File: src/rtl/dcache_bus_responder.sv
// Responder end of the DCache request protocol: queues accepted requests in order
// and replays them onto a single-port synchronous SRAM, returning one data_ok per request.
module dcache_bus_responder #(
  parameter int unsigned DEPTH   = 4,
  parameter int unsigned AW      = 10,
  parameter int unsigned LATENCY = 0
) (
  input  logic          clk,
  input  logic          reset,
  input  logic          dcache_req,
  input  logic          dcache_wr,
  input  logic [3:0]    dcache_wstrb,
  input  logic [2:0]    dcache_size,
  input  logic [31:0]   dcache_addr,
  input  logic [31:0]   dcache_wdata,
  output logic          dcache_addr_ok,
  output logic          dcache_data_ok,
  output logic [31:0]   dcache_rdata,
  output logic          mem_en,
  output logic [3:0]    mem_wen,
  output logic [AW-1:0] mem_addr,
  output logic [31:0]   mem_wdata,
  input  logic [31:0]   mem_rdata
);

  localparam int unsigned PW = $clog2(DEPTH);
  localparam logic [PW:0] FULL_CNT = (PW+1)'(DEPTH);

  typedef enum logic {IDLE, WAIT} state_t;

  logic          q_wr    [DEPTH];
  logic [3:0]    q_wstrb [DEPTH];
  logic [AW-1:0] q_addr  [DEPTH];
  logic [31:0]   q_wdata [DEPTH];

  logic [PW-1:0] head, tail;
  logic [PW:0]   count;
  state_t        state;
  logic [3:0]    cnt;
  logic          is_write;

  logic full, empty, push, pop;

  // Size and sub-word address bits are the initiator's concern; upper bits wrap.
  logic unused_bits;
  assign unused_bits = ^{dcache_size, dcache_addr[1:0], dcache_addr[31:AW+2]};

  assign full  = (count == FULL_CNT);
  assign empty = (count == '0);

  assign dcache_addr_ok = dcache_req && !full && !reset;
  assign push = dcache_addr_ok;
  assign pop  = (state == IDLE) && !empty;

  always_comb begin
    mem_en    = 1'b0;
    mem_wen   = '0;
    mem_addr  = '0;
    mem_wdata = '0;
    if (pop) begin
      mem_en    = 1'b1;
      mem_wen   = q_wr[head] ? q_wstrb[head] : 4'b0000;
      mem_addr  = q_addr[head];
      mem_wdata = q_wdata[head];
    end
  end

  always_ff @(posedge clk) begin
    if (push) begin
      q_wr[tail]    <= dcache_wr;
      q_wstrb[tail] <= dcache_wstrb;
      q_addr[tail]  <= dcache_addr[AW+1:2];
      q_wdata[tail] <= dcache_wdata;
    end
  end

  always_ff @(posedge clk or posedge reset) begin
    if (reset) begin
      head           <= '0;
      tail           <= '0;
      count          <= '0;
      state          <= IDLE;
      cnt            <= '0;
      is_write       <= 1'b0;
      dcache_data_ok <= 1'b0;
      dcache_rdata   <= '0;
    end else begin
      dcache_data_ok <= 1'b0;

      if (push) tail <= tail + 1'b1;

      unique case ({push, pop})
        2'b10:   count <= count + 1'b1;
        2'b01:   count <= count - 1'b1;
        default: ;
      endcase

      unique case (state)
        IDLE: begin
          if (!empty) begin
            head     <= head + 1'b1;
            cnt      <= 4'(LATENCY);
            is_write <= q_wr[head];
            state    <= WAIT;
          end
        end
        WAIT: begin
          if (cnt != '0) begin
            cnt <= cnt - 1'b1;
          end else begin
            dcache_rdata   <= is_write ? '0 : mem_rdata;
            dcache_data_ok <= 1'b1;
            state          <= IDLE;
          end
        end
        default: state <= IDLE;
      endcase
    end
  end

endmodule

File: config.mk
export PLATFORM = sky130hd
export DESIGN_NAME = dcache_bus_responder
export DESIGN_NICKNAME = d
export VERILOG_FILES = /design/src/rtl/dcache_bus_responder.sv
export SDC_FILE = /design/constraint.sdc
export NUM_CORES = 1
export LEC_CHECK = 0
export ABC_AREA = 1
export BUFFER_PORTS_ARGS = -buffer_cell sky130_fd_sc_hd__buf_2
export CAP_MARGIN = 25
export CORE_ASPECT_RATIO = 1.25
export CORE_MARGIN = 2
export CORE_UTILIZATION = 40
export DETAILED_ROUTE_END_ITERATION = 10
export PLACE_DENSITY = 0.58
export RECOVER_POWER = 50
export SYNTH_ARGS = -nofsm -noshare
export SYNTH_HDL_FRONTEND = slang
export SYNTH_SLANG_ARGS = --single-unit
File: constraint.sdc
create_clock -name clk -period 7.8 [get_ports clk]
set_input_delay 0 -clock clk [delete_from_list [all_inputs] [get_ports clk]]
set_output_delay 0 -clock clk [all_outputs]
set_load 0.03 [all_outputs]
==> flow_metrics.tcl, run 1 <==
set metrics [dict create \
    drt_iter0_markers 330 \
    cts-htree-levels 1 \
    layout_setup_ws_ns 3.559 \
    final_cell_mix "edfxtp_1, nor2_1, nand2_1, clkbuf_1" \
    synth_nets 905 \
    die_y_um 175.1 \
    synthMuxAreaShare 0 \
    synth_top_family_by_area "simple AND/OR/NAND/NOR gates" \
    drt_first_pass_iters 6 \
    die_x_um 140.9 \
    syn_area_um2 9368 \
    insertion_delay_ns 0.50 \
    power_density_nw_per_um2 378.7 \
    drcViolationCount 0 \
    intPower_uw 2727 \
    dp_slack_ns 5.304 \
    status "complete, but fails checks" \
    pwr-share-clk 0.249 \
    fin_setup_tns_ns 0 \
    hold_buffers 81 \
    violations "max-capacitance violations, max-slew violations" \
    seq_power_share 0.366 \
    place_congestion 0.7166 \
    critical-path-top-delay-family "buffers and inverters" \
    placed_area_um2 10360 \
    tightest_slew_ns 2.558 \
    drt-total-wl_um 20870 \
    synth_compound_gate_area_share 0.09309 \
    synth-adder-area-share 0.01015 \
    fin_worst_skew_ns 0.004758 \
    wl_per_cell_um 15.62 \
    ioPinCount 188 \
    hold_viol 0 \
    grt_max_degree 100 \
    die_area_um2 24670 \
    drive_gt1_frac 0.1329 \
    period_share 0.5437 \
    yosys.area_share.simple 0.1226 \
    grt_pass1_wl_um 32560 \
    design_area_um2 11880 \
    hold_class "primary input to flop" \
    setup-violations-final 0 \
    critPathCaptureType "flop" \
    ys_ff_latch 234 \
    cts_buffers 25 \
    grt_pass1_vias 6392 \
    synth_cell_type_count 25 \
    drtAntennaViolNets 0 \
    hpwl_um 10620 \
    worstPathMaxFanout 47 \
    cts_tree "yes" \
    slew_headroom -0.7051 \
    clock-sinks 234 \
    crit_type "primary input to flop" \
    final_nets 1142 \
    core_um2 22960 \
    fin_crit_ns 4.241 \
    avgSynthCellArea_um2 11.84 \
    switching_share 0.3940 \
    crit_arrival_ns 4.37 \
    comb_power_share 0.385 \
    cp_slowest_cell "clkbuf_1" \
    root_buffer "clkbuf_16" \
    cpMostUsedCell "clkbuf_1" \
    fmax_mhz 235.8 \
    fp-row-count 62 \
    grt_usage 0.1664 \
    via_per_inst 4.806 \
    drv_slew 48 \
    clkTransAtPathRegs_ns 0.05 \
    final_common_cell "edfxtp_1" \
    cap_violations 1 \
    leakagePower_uw 0.004570 \
    fillers 2048 \
    synthXorXnorAreaFrac 0.004675 \
    cts_resized 0 \
    p_switching_uw 1773 \
    crit_required_ns 7.93 \
    cts_buffer_depth 3 \
    cts_setup_buffers 0 \
    worstPathCellList "dlygate4sd3_1 -> clkbuf_1 -> clkinv_1 -> clkbuf_1 -> nand3_1 -> nor2_4 -> buf_4" \
    finalPower_uw 4500 \
    overflow 0 \
    num_vias 6421 \
    irDropWorstVdd_mv 0.2146 \
    cpPeakStageDelay_ns 1.79 \
    port_buffers 162 \
    start_util 0.4080 \
    syn_to_final_growth_pct 26.83 \
    synth_cells 791 \
    grt_setup_unrepaired "false" \
    grt_antenna_before_repair 2 \
    synth_seq_area_share 0.7255 \
    path_buf_inv 5 \
    cp-start-kind "primary input" \
    ys.warnings.count 0 \
]
[state kept, by name, indices dropped and copies added, names as in the netlist]
signal          count
q_wdata           128
q_addr             40
dcache_rdata       32
q_wstrb            16
cnt                 4
q_wr                4
count               3
head                2
tail                2
dcache_data_ok      1
is_write            1
state               1
[worst paths after layout]
| path | startpoint | end | slack [ns] | cells after the start |
|---|---|---|---|---|
| min | dcache_wdata[23] | q_wdata[1][23] | 0.29 | 2 |
| max | reset | q_wdata[1][10] | 3.56 | 7 |
| min reg2reg | dcache_rdata[9] | dcache_rdata[9] | 0.49 | 2 |
| max reg2reg | count[1] | count[1] | 5.33 | 9 |
| max in group asynchronous | reset | head[0] | 5.03 | 4 |
| min in group asynchronous | reset | count[2] | 0.97 | 4 |
[synth_stat cells (all sizes together)]
cell    count  share of area
nor2      190          0.076
ha          6         0.0080
inv        29          0.012
o21ai     130          0.069
xor2        4         0.0037
fa          1         0.0021
buf        39          0.030
dfrtp      46           0.12
edfxtp    188           0.60
o22ai       1        0.00067
a21oi      43          0.023
nand3       9         0.0059
clkbuf      6         0.0024
xnor2       1        0.00094
nand2      96          0.039
or2         1        0.00067
nand4       1        0.00067
[logic make-up after synthesis]
| family | count (synthesis) |
|---|---|
| AOI/OAI and AO/OA | 174 |
| xor gates and xnor gates | 5 |
| adders and majority gates | 7 |
| buffers and inverters | 74 |
| DFF | 234 |
| and+or+nand+nor | 297 |
[metrics by stage]
| stage | hold slack (ns) | utilization | instances |
|---|---|---|---|
| 6_report | 0.2882 | 0.5174 | 1336 |
| 5_1_grt | 0.2854 | 0.5174 | 1336 |
| 4_1_cts | 0.2111 | 0.5205 | 1332 |
| 3_5_place_dp | 0.2107 | 0.4511 | 1206 |
| 3_3_place_gp | 0.2138 | 0.4503 | 1205 |
| 2_1_floorplan | 0.09887 | - | 791 |
[layer usage]
metal	vias to the layer above	wire length (µm)	global-route usage	share of wire
met3	33	1141	0.03343	0.055
met4	0	427	0.05083	0.020
met2	170	10120	0.2961	0.49
met5	-	0	0	0
met1	3036	9177	0.2043	0.44
li1	3182	-	-	-
[power by group through the flow]
stage          Clock [µW]  Combinational, µW  Sequential (µW)
2_1_floorplan           0               1170             1800
3_3_place_gp            0               1710             1660
3_5_place_dp            0               1740             1670
4_1_cts              1150               1780             1640
5_1_grt              1200               1940             1660
6_report             1120               1730             1650
[layout make-up]
type	instances	area, µm²	share of cell area
multi-input combinational	483	2180	0.1834
clock buffer	36	686.9	0.05781
tap	288	360.3	0.03033
clock inverter	9	95.09	0.008003
sequential	234	6802	0.5725
inverter	29	108.9	0.009162
timing repair buffer	255	1644	0.1384
antenna	2	5.005	0.0004212
(Power assumes the default switching activity.)
==> run 2, diff against run 1 <==
--- a/config.mk
+++ b/config.mk
@@ -5,7 +5,7 @@
 export SDC_FILE = /design/constraint.sdc
 export NUM_CORES = 1
 export LEC_CHECK = 0
-export ABC_AREA = 1
+export ABC_AREA = 0
 export BUFFER_PORTS_ARGS = -buffer_cell sky130_fd_sc_hd__buf_2
 export CAP_MARGIN = 25
 export CORE_ASPECT_RATIO = 1.25
==> constraint.sdc (replaced) <==
create_clock -name clk -period 4.2 [get_ports clk]
set_input_delay 0 -clock clk [delete_from_list [all_inputs] [get_ports clk]]
set_output_delay 0 -clock clk [all_outputs]
set_load 0.03 [all_outputs]
==> run 2 against run 1 <==
  * Critical path depth shrank 3
  * Hold slack worse by 0.27 ns
  * Via count shrank 17%
  * Combinational power rose by 69%
  * Final area down 0.32%
  * Die area fell by 1.6%
  * Clock power grew 93%
  * The flow still finishes with violations (max-capacitance violations, max-slew violations)
  * First-iteration DRC count down 16%
  * Total power grew 84%
  * Sequential power increased by 93%
  * Sequential share of layout area is 0.18 points higher
  * Non-clock buffer count fell by 2
==> flow_metrics.tcl, run 2 <==
set metrics [dict create \
    syn_area_um2 9214 \
    drt-total-wl_um 19170 \
    ys.warnings.count 0 \
    crit_arrival_ns 2.81 \
    place_congestion 0.7772 \
    ioPinCount 188 \
    drt_iter0_markers 277 \
    fin_crit_ns 2.677 \
    r2r_slack_ns 1.52 \
    power_density_nw_per_um2 698.3 \
    yosysTopAreaCell "edfxtp_1" \
    root_buffer "clkbuf_16" \
    synthMuxAreaShare 0.1203 \
    drv_slew 35 \
    grt_max_degree 66 \
    grt_pass1_wl_um 30070 \
    cts_resized 0 \
    regMostFlops "q_wdata" \
    fp-row-count 62 \
    cts_buffer_depth 3 \
    synthXorXnorAreaFrac 0.005703 \
    cts_tree "yes" \
    syn_to_final_growth_pct 28.54 \
    slew_headroom -0.1753 \
    hold_viol 0 \
    synth.top_cell.area_share 0.6127 \
    ys_ff_latch 234 \
    synth_cell_type_count 30 \
    final_nets 873 \
    core_um2 22810 \
    reg.largest.list "q_wdata (128), q_addr (40), dcache_rdata (32)" \
    drcViolationCount 0 \
    grt_pass1_vias 5709 \
    yosys.area_share.simple 0.07768 \
    num_vias 5327 \
    crit_required_ns 4.33 \
    overflow 0 \
    synth_compound_gate_area_share 0.02349 \
    fin_cells 1066 \
    crit_type "flop to flop" \
    leakagePower_uw 0.004464 \
    largest_reg_flops 128 \
    avgSynthCellArea_um2 18.07 \
    synth_edf_count 188 \
    drt_first_pass_iters 4 \
    synth-adder-area-share 0.01032 \
    drtAntennaViolNets 0 \
    yosys-top-cells-area "edfxtp_1, dfrtp_1, mux4_2, and3_1, nand2b_1" \
    critPathCaptureType "flop" \
    die_y_um 173.7 \
    cts-htree-levels 1 \
    cp-start-kind "flop" \
    synth_nets 624 \
    grt_antenna_before_repair 0 \
    synth_common_cells "edfxtp_1, dfrtp_1, and3_1, mux4_2, o21ai_0" \
    die_x_um 139.8 \
    drive_gt1_frac 0.2265 \
    synth_seq_area_share 0.7376 \
    grt_setup_unrepaired "false" \
    grt_usage 0.1556 \
    clkTransAtPathRegs_ns 0.06 \
    period_share 0.6373 \
    fmax_mhz 373.6 \
    status "complete, but fails checks" \
    hold_class "primary input to async pin" \
    cts_buffers 24 \
    synth_most_common_cell "edfxtp_1" \
    insertion_delay_ns 0.52 \
    final_cell_mix "edfxtp_1, clkbuf_1, dlygate4sd3_1, buf_2, dfrtp_1" \
    fin_worst_skew_ns 0.02052 \
    setup-violations-final 0 \
    final_common_cell "edfxtp_1" \
    violations "max-capacitance violations, max-slew violations" \
    synthFlopType "edfxtp_1" \
    clock-sinks 234 \
    fin_setup_tns_ns 0 \
    port_buffers 162 \
    hpwl_um 10800 \
    synth_cells 510 \
    cap_violations 1 \
    worstPathMaxFanout 47 \
    dpl.cell_count 939 \
    wl_per_cell_um 17.98 \
    die_area_um2 24270 \
    via_per_inst 4.997 \
    ys_async_sr_fraction 0.1966 \
    synth_top_family_by_area "multiplexers" \
    tightest_slew_ns 1.763 \
    utilization 0.5193 \
    start_util 0.4040 \
    irDropWorstVdd_mv 0.4083 \
]
[run 2: changes by cell type after synthesis, moves of 9 or more]
cell,previous run,this run
buf_6,10,1
and3_1,0,42
a21oi_1,43,0
inv_1,26,12
o21ai_1,55,0
nor2_1,189,4
o21ai_0,75,39
buf_4,11,2
mux4_2,0,42
clkbuf_1,6,18
nand2b_1,0,33
nand2_1,94,35
[run 2: timing repair]
item | CTS | global route
hold endpoints to repair | 268 | 0
hold buffers | 81 | 0
buffers inserted | 0 | 0
[run 2: final timing paths]
kind	from	endpoint	cells after the start
setup / recovery	count[1]	q_wstrb[2][0]	4
hold / removal	reset	count[2]	3
setup reg to reg	count[1]	q_wstrb[2][0]	4
hold reg to reg	dcache_rdata[18]	dcache_rdata[18]	2
max in group asynchronous	reset	dcache_rdata[31]	4
min in group clk	dcache_wdata[5]	q_wdata[3][5]	2
[run 2: stage by stage]
stage	hold WS (ns)	setup slack (ns)	power (µW)	area, µm²
CTS	0.01154	1.343	8411	11930
floorplan	0.09887	1.337	5367	9214
global placement	-0.009728	1.900	6098	10280
global route	0.03839	1.302	8721	11840
detailed placement	0.004708	1.847	6167	10280
finish	0.01800	1.523	8270	11840
[run 2: cell families after synthesis]
group / after synthesis
buffers and inverters: 42
AND/OR/NAND/NOR: 130
adder cells (fa/ha/maj): 7
multiplexers: 50
XOR/XNOR: 6
AO/OA/AOI/OAI: 41
flip-flops: 234
[run 2: critical path: stages (launching register included)]
cell and delay [ns]:
dfrtp_1 0.38, inv_1 0.10, a311oi_1 0.89, and2_2 0.27
buf_4 0.60
[run 2: layout make-up]
type	count	area, µm²
Tap cell	288	360.3
Antenna cell	1	2.502
Multi-Input combinational cell	234	2192
Fill cell	1923	10960
Timing Repair Buffer	253	1610
Clock inverter	9	67.56
Inverter	12	45.04
Sequential cell	234	6802
Clock buffer	35	764.5
[run 2: per-layer routing]
layer  up-vias  routed length, µm  share of wire  track usage
li1       2455                  -              -            -
met1      2672               8067           0.42       0.1985
met2       172               9536           0.50       0.2657
met3        28               1203          0.063      0.03536
met4         0                365          0.019      0.04875
met5         -                  0              0            0
[run 2: power by group]
group / switching (µW) / internal (µW)
Combinational: 1820 / 1100
Sequential: 287 / 2900
Clock: 833 / 1320
Total: 2940 / 5330
